[config.mk]
export PLATFORM = sky130hd
export DESIGN_NAME = pulse_stretch_driver
export DESIGN_NICKNAME = d
export VERILOG_FILES = /design/src/rtl/btn_pkg.sv /design/src/rtl/ms_tick_gen.sv /design/src/rtl/pulse_stretch_driver.sv
export SDC_FILE = /design/constraint.sdc
export NUM_CORES = 1
export LEC_CHECK = 0
export ABC_AREA = 0
export BUFFER_PORTS_ARGS = -buffer_cell sky130_fd_sc_hd__buf_2
export CAP_MARGIN = 20
export CORE_MARGIN = 2
export CORE_UTILIZATION = 50
export DETAILED_ROUTE_END_ITERATION = 6
export GPL_ROUTABILITY_DRIVEN = 0
export HOLD_SLACK_MARGIN = 0.1
export PLACE_DENSITY = 0.67
export SLEW_MARGIN = 20
export SYNTH_ARGS = -nofsm -noshare
export SYNTH_HDL_FRONTEND = slang
export SYNTH_HIERARCHICAL = 1
export SYNTH_SLANG_ARGS = --single-unit
[constraint.sdc]
create_clock -name clk -period 4.5 [get_ports clk]
set_input_delay 0.45 -clock clk [delete_from_list [all_inputs] [get_ports clk]]
set_output_delay 0.45 -clock clk [all_outputs]
set_load 0.02 [all_outputs]
[src/rtl/btn_pkg.sv]
// Shared constants for the button/LED conditioning slice.
// Holds the FSM state encodings and the default 1 kHz tick divisor.
package btn_pkg;

  localparam logic [1:0] ST_IDLE = 2'd0;
  localparam logic [1:0] ST_ON   = 2'd1;
  localparam logic [1:0] ST_GAP  = 2'd2;

  localparam int FCNT_1KHZ = 100_000;

endpackage

[src/rtl/ms_tick_gen.sv]
// Restartable prescaler: one-cycle tick every FCNT clocks, counted from the last clr.
// The count restarts at zero on clr, so the first tick comes FCNT cycles after clr drops.
module ms_tick_gen
  import btn_pkg::*;
#(
  parameter int FCNT = FCNT_1KHZ
) (
  input  logic clk,
  input  logic rst,
  input  logic clr,
  output logic tick
);

  localparam int PW = $clog2(FCNT);
  localparam logic [PW-1:0] PRE_LAST = PW'(FCNT - 1);

  logic [PW-1:0] pre_cnt;

  always_ff @(posedge clk or negedge rst) begin
    if (!rst) begin
      pre_cnt <= '0;
    end else if (clr || pre_cnt == PRE_LAST) begin
      pre_cnt <= '0;
    end else begin
      pre_cnt <= pre_cnt + PW'(1);
    end
  end

  assign tick = (pre_cnt == PRE_LAST);

endmodule

[src/rtl/pulse_stretch_driver.sv]
// Stretches single-cycle event strobes into fixed ON/GAP blinks for an LED or buzzer.
// Events that arrive during a blink are queued in a saturating counter and replayed in order.
module pulse_stretch_driver
  import btn_pkg::*;
#(
  parameter int FCNT   = FCNT_1KHZ,
  parameter int ON_MS  = 50,
  parameter int GAP_MS = 50,
  parameter int QW     = 3
) (
  input  logic          clk,
  input  logic          rst,
  input  logic          i_pulse,
  output logic          o_level,
  output logic          o_busy,
  output logic [QW-1:0] o_pending,
  output logic          o_overflow
);

  localparam int MAX_MS = (ON_MS > GAP_MS) ? ON_MS : GAP_MS;
  localparam int MW     = $clog2(MAX_MS + 1);
  localparam logic [MW-1:0] ON_LAST  = MW'(ON_MS - 1);
  localparam logic [MW-1:0] GAP_LAST = MW'(GAP_MS - 1);
  localparam logic [QW-1:0] PEND_MAX = '1;

  logic [1:0]    state;
  logic [1:0]    state_nxt;
  logic [MW-1:0] ms_cnt;
  logic          tick;
  logic          clr;
  logic          on_last;
  logic          gap_last;
  logic [QW-1:0] pending_nxt;
  logic          overflow_nxt;

  // Timing restarts on every state change so ON and GAP lengths are exact, not tick-aligned.
  assign clr = (state_nxt != state) || (state == ST_IDLE);

  ms_tick_gen #(.FCNT(FCNT)) u_tick (
    .clk  (clk),
    .rst  (rst),
    .clr  (clr),
    .tick (tick)
  );

  assign on_last  = (state == ST_ON)  && tick && (ms_cnt == ON_LAST);
  assign gap_last = (state == ST_GAP) && tick && (ms_cnt == GAP_LAST);
  assign o_busy   = (state != ST_IDLE);

  always_comb begin
    state_nxt    = state;
    pending_nxt  = o_pending;
    overflow_nxt = 1'b0;
    case (state)
      ST_IDLE: begin
        if (i_pulse) state_nxt = ST_ON;
      end
      ST_ON, ST_GAP: begin
        if (gap_last && o_pending != '0) begin
          // A simultaneous new event replaces the one being consumed.
          state_nxt = ST_ON;
          if (!i_pulse) pending_nxt = o_pending - QW'(1);
        end else if (gap_last) begin
          state_nxt = i_pulse ? ST_ON : ST_IDLE;
        end else begin
          if (on_last) state_nxt = ST_GAP;
          if (i_pulse) begin
            if (o_pending == PEND_MAX) overflow_nxt = 1'b1;
            else pending_nxt = o_pending + QW'(1);
          end
        end
      end
      default: state_nxt = ST_IDLE;
    endcase
  end

  always_ff @(posedge clk or negedge rst) begin
    if (!rst) begin
      state      <= ST_IDLE;
      ms_cnt     <= '0;
      o_pending  <= '0;
      o_level    <= 1'b0;
      o_overflow <= 1'b0;
    end else begin
      state      <= state_nxt;
      o_pending  <= pending_nxt;
      o_level    <= (state_nxt == ST_ON);
      o_overflow <= overflow_nxt;
      if (clr) ms_cnt <= '0;
      else if (tick) ms_cnt <= ms_cnt + MW'(1);
    end
  end

endmodule

Word-level counts from Yosys, hierarchy flattened
Cells that the tools add are included.
Word-level totals
  register bits after elaboration: 30
  input port bits: 3
  output and inout port bits: 6
  word-level logic and storage cells: 53
Cells by class
  multiplexer cells: 19
  add/sub/neg operators: 4
  reduce and logical (&&, ||, !) cells: 14
  equal/unequal tests: 10
Operators by type and width (number)
  17-bit by 1-bit adder with 17-bit output, second input constant: 1
  17-bit equality test, second input constant: 1
  17-bit two-way mux: 1
  3-bit two-way mux: 5
  6-bit two-way mux: 2
  2-bit two-way mux: 4
  6-bit by 1-bit adder with 6-bit output, second input constant: 1
  6-bit equality test, second input constant: 1
  1-bit two-way mux: 6
  2-bit nonzero test: 3
  1-bit logical AND: 5
  5-bit AND reduction: 1
  2-bit by 1-bit equality test with 1-bit output, second input constant: 2
  2-bit != test, second input constant: 2
  2-bit one-hot mux with 2 select lines: 1
  3-bit by 1-bit adder with 3-bit output, second input constant: 1
  3-bit equality test, second input constant: 1
  3-bit nonzero test: 1
  3-bit by 1-bit subtractor with 3-bit output, second input constant: 1
  2-bit equality test, second input constant: 1
  2-bit logical NOT: 1
  1-bit logical OR: 2
  2-bit by 1-bit != test with 1-bit output, second input constant: 1
  2-bit != test: 1
  2-bit OR reduction: 1

Longest topological paths before layout
  word-level depth: 11
  depth in mapped cells: 11
  gate-level depth less buffers: 10

Cells and area by module
The synthesis kept the hierarchy.
By module, submodules not included
  pulse_stretch_driver: seq. area each 325.3 µm², area an instance 902.1 µm², instances 1, cells each 90
  ms_tick_gen: seq. area each 425.4 µm², area an instance 845.8 µm², instances 1, cells each 86

Worst setup path before layout
Ideal clock, no wire load.
  kind: register to register
  start: reg u_tick.pre_cnt[12]
  end: reg o_pending[2]
  required time: 4.369 ns
  arrival time: 2.967 ns
  period minus slack after synthesis: 3.098 ns
  setup slack: 1.402 ns
  library setup time: 0.131 ns
  path buffers: 0
  stages on the path, launching flop included: 10
  path through: dfrtp_1 > or4b_1 > nor4_2 > and4bb_2 > nand4_2 > or2_2 > fa_1 > nor3_1 > mux2i_1 > xnor2_1
On the way
  cells in the longest elaborated chain, start to end: 6
  elaborated cells between the ends (all ways): 10
  classes of those cells: 4 x eq/ne; 1 x mux; 5 x reduce/logical
RTL lines
  start: declaration: line ms_tick_gen.sv:17  | logic [PW-1:0] pre_cnt;
  start signal: assignment: line ms_tick_gen.sv:25  | pre_cnt <= pre_cnt + PW'(1);
  17-bit equality test (*): line ms_tick_gen.sv:29  | assign tick = (pre_cnt == PRE_LAST);
  named net tick: line pulse_stretch_driver.sv:29  | logic tick;
  1-bit logical AND (*) (2 in a row): line pulse_stretch_driver.sv:47  | assign gap_last = (state == ST_GAP) && tick && (ms_cnt == GAP_LAST);
  1-bit logical AND: line pulse_stretch_driver.sv:59  | if (gap_last && o_pending != '0) begin
  2-bit != test (no line), or another cell as far along
  5-bit AND reduction (no line)
  end signal: assignment: line pulse_stretch_driver.sv:86  | o_pending <= pending_nxt;
  end: declaration: line pulse_stretch_driver.sv:16  | output logic [QW-1:0] o_pending,
The timed path passes the listed nets; every way through them passes the cells marked *.
A chain may end at the register's enable or synchronous reset.

Worst setup path in the final report
  start: reg u_tick.pre_cnt[0]
  end: reg o_pending[2]
Same word-level chain as after synthesis.

==> summary.txt <==
==============================================================================
Worst path bufs/invs                                                         0
CP max-delay cell                                                       nor4_2
Top cell family by delay on the critical path                     simple AND/OR/NAND/NOR gates
CTS tree                                                                   yes
Final critical delay including setup and external delays               3.56 ns
Routed length on met3                                                   121 µm
Insertion delay of the later-clocked pin in the worst-skew pair        0.33 ns
Maximum resistive drop on vdd                                           216 µV
Async S/R FF share, synth                                                 100%
Number of buffers inserted during clock tree synthesis                       5
Initial standard-cell utilization of the core                            52.4%
Number of remaining DRC errors                                               0
Clock-pin transition on the worst setup and hold timing paths          0.10 ns
Cells traversed along the worst timing path                       ha_1 -> nand4_1 -> nor4_2 -> and4bb_2 -> nand4_2 -> or2_2 -> fa_1 -> nor3_1 -> mux2i_1 -> xnor2_1
Post-layout power                                                     0.593 mW
Count of cells along the worst register-to-register path                    10
Top flip-flop cell by instance count after synthesis                   dfrtp_1
Vias/cell                                                                 5.56
Utilization after layout                                                 56.5%
Instance count after placement with tap cells included                     227
Number of warnings printed during yosys synthesis                            6
Detailed-route wire length per cell                                    14.0 µm
Post-synth design cell area                                           1750 µm²
Global-route wire length before repair                                 5.85 mm
Biggest fanout along the worst timing path                                   8
Average cell area after synthesis                                     9.93 µm²
Routed WL                                                              3.30 mm
Worst slew margin                                                        55.0%
Site row count                                                              21
Horizontal die dimension                                               63.1 µm
Growth of design area from synthesis to finish                           7.95%
Number of buffer cells added on primary ports                                8
Synthesized flop and latch total                                            30
Number of pins with negative max-slew slack in the final report              0
Delay contributed by the slowest stage of the critical path            0.68 ns
Antenna cell count                                                           0
All-layer global routing usage                                           18.9%
Critical Path Start Type                                                  flop
Height of the die                                                      63.1 µm
Hold buffers post-CTS                                                        0
Path class of the lowest-slack min-delay path                         in2async
Maximum number of buffers from clock root to sink                            2
Final std cells w/o fill                                                   235
Sink count of the clock tree                                                30
Pre-Repair DR Iteration Count                                                4
Arrival time reported for the critical path endpoint                   3.77 ns
Worst Max-Slew Pin Slew                                               0.669 ns
Run status                                                           completed
Crit path kind                                                         reg2reg
Vias                                                                      1307
Setup total negative slack                                                0 ns
Cell at the root of the clock tree                                    clkbuf_4
Post-route met1 wirelength                                             1.46 mm
Number of setup buffers added after CTS                                      0
Pwr dens                                                            314 nW/µm²
I/O pin cnt                                                                  9
Number of filler cells placed in the layout                                305
RSZ-0062 raised after global routing                                     false
Highest metal layer with signal wires                                     met4
Area of the core                                                      3340 µm²
Highest clock rate                                                   0.281 GHz
Setup Skew                                                          0.00437 ns
Post-synthesis instance total                                              176
Final cycle utilization of the critical path                             79.1%
Drt initial violations                                                      66
Post-route ant nets                                                          0
Final-layout worst hold slack                                         0.148 ns
EDFF count, synth                                                            0
Estimated wirelength of the detail-placed design                       2.44 mm
Number of nets produced by synthesis                                       187
Resized Gates After CTS                                                      0
Amount of wire on met2 after detailed routing                          1.69 mm
Cell variety after synth                                                    43
Worst path required time                                               4.71 ns
Critical Path Sink Type                                                   flop
Share of cells above drive strength 1                                    14.3%
Count of final setup violators                                               0
Leakage power                                                         0.847 nW
Via count of the first global-routing pass                                1317
Total number of nets in the final design                                   199
Pin count of the biggest net entering global routing                        31
Number of H-tree levels                                                      2
Number of stages on the worst setup path                                    10
Count of maximum capacitance violations                                      0
Proportion of synthesized chip area in sequential cells                  42.9%
Overall die area                                                      3980 µm²
Antenna violations before repair                                             0
Hold Fails Final Rpt                                                         0
Overflow left after global routing                                           0
==============================================================================
==> area by class of cell <==
class / count / area [µm²] / share of cell area [%]
Inverter: 11 / 41.3 / 2.19
Sequential cell: 30 / 751 / 39.8
Tap cell: 46 / 57.6 / 3.05
Clock buffer: 6 / 51.3 / 2.72
Clock inverter: 2 / 12.5 / 0.663
Multi-Input combinational cell: 132 / 933 / 49.5
Timing Repair Buffer: 8 / 40.0 / 2.12
==> through the flow <==
step           setup WS (ns)  area, µm²
2_1_floorplan           1.40       1750
4_1_cts                 1.01       1890
3_3_place_gp            1.21       1820
6_report               0.942       1890
5_1_grt                0.761       1890
3_5_place_dp            1.03       1820
==> sequential cells by signal, summed over array words and instances (netlist names) <==
| name | flops |
|---|---|
| o_pending | 3 |
| o_overflow | 1 |
| u_tick/pre_cnt | 17 |
| state | 2 |
| ms_cnt | 6 |
| o_level | 1 |
==> cells by family (layout without fill, tap and decap cells) <==
group	count (synthesis)	in the layout	share of synthesized area, %
xor gates and xnor gates	23	23	11.5
adders and majority gates	8	8	6.16
muxes	4	4	2.29
buffers and inverters	14	27	3.65
and+or+nand+nor	89	89	29.5
DFF	30	30	42.9
AOI/OAI and AO/OA	8	8	3.94
==> synthesized netlist by cell type, drive strengths merged (2+ instances only) <==
library cell	n	area, µm²
dfrtp	30	751
nor2	26	97.6
xnor2	21	184
inv	11	41.3
nand2	10	37.5
nor3	10	50.1
nand4	9	68.8
ha	7	87.6
nand3	7	35.0
nor4	5	37.5
mux2i	4	40.0
or2	3	18.8
a41o	2	20.0
and4bb	2	25.0
buf	2	18.8
nand4bb	2	22.5
nor2b	2	12.5
xor2	2	17.5
==> worst paths after layout <==
kind | from | end | slack [ns]
max in group asynchronous | rst | u_tick/pre_cnt[10] | 3.92
worst min register to register | u_tick/pre_cnt[0] | u_tick/pre_cnt[0] | 0.50
worst max-delay path | u_tick/pre_cnt[0] | o_pending[2] | 0.94
min in group clk | i_pulse | o_overflow | 0.45
worst min-delay path | rst | u_tick/pre_cnt[1] | 0.15
worst max register to register | u_tick/pre_cnt[0] | o_pending[2] | 0.94
==> where the power goes <==
group	internal (mW)	switching [mW]
Sequential	0.286	0.0212
Combinational	0.0453	0.0677
Clock	0.0750	0.0977
==> cells in the final DEF (no fill, tap or decap), drive strengths merged, types with 2 or more instances in the layout <==
cell type and instances:
dfrtp 30, nor2 26, xnor2 21, inv 11, nor3 10, nand2 10, nand4 9, buf 8
nand3 7, ha 7, clkbuf 6, nor4 5, mux2i 4, or2 3, and4bb 2, a41o 2
nor2b 2, xor2 2, nand4bb 2
==> layer usage <==
| layer | GRT usage, % | up-vias |
|---|---|---|
| met4 | 6.67 | 0 |
| met1 | 23.0 | 632 |
| met5 | 0 | - |
| met3 | 4.29 | 4 |
| met2 | 32.7 | 29 |
| li1 | - | 642 |
Power figures use the tool's default switching activity.
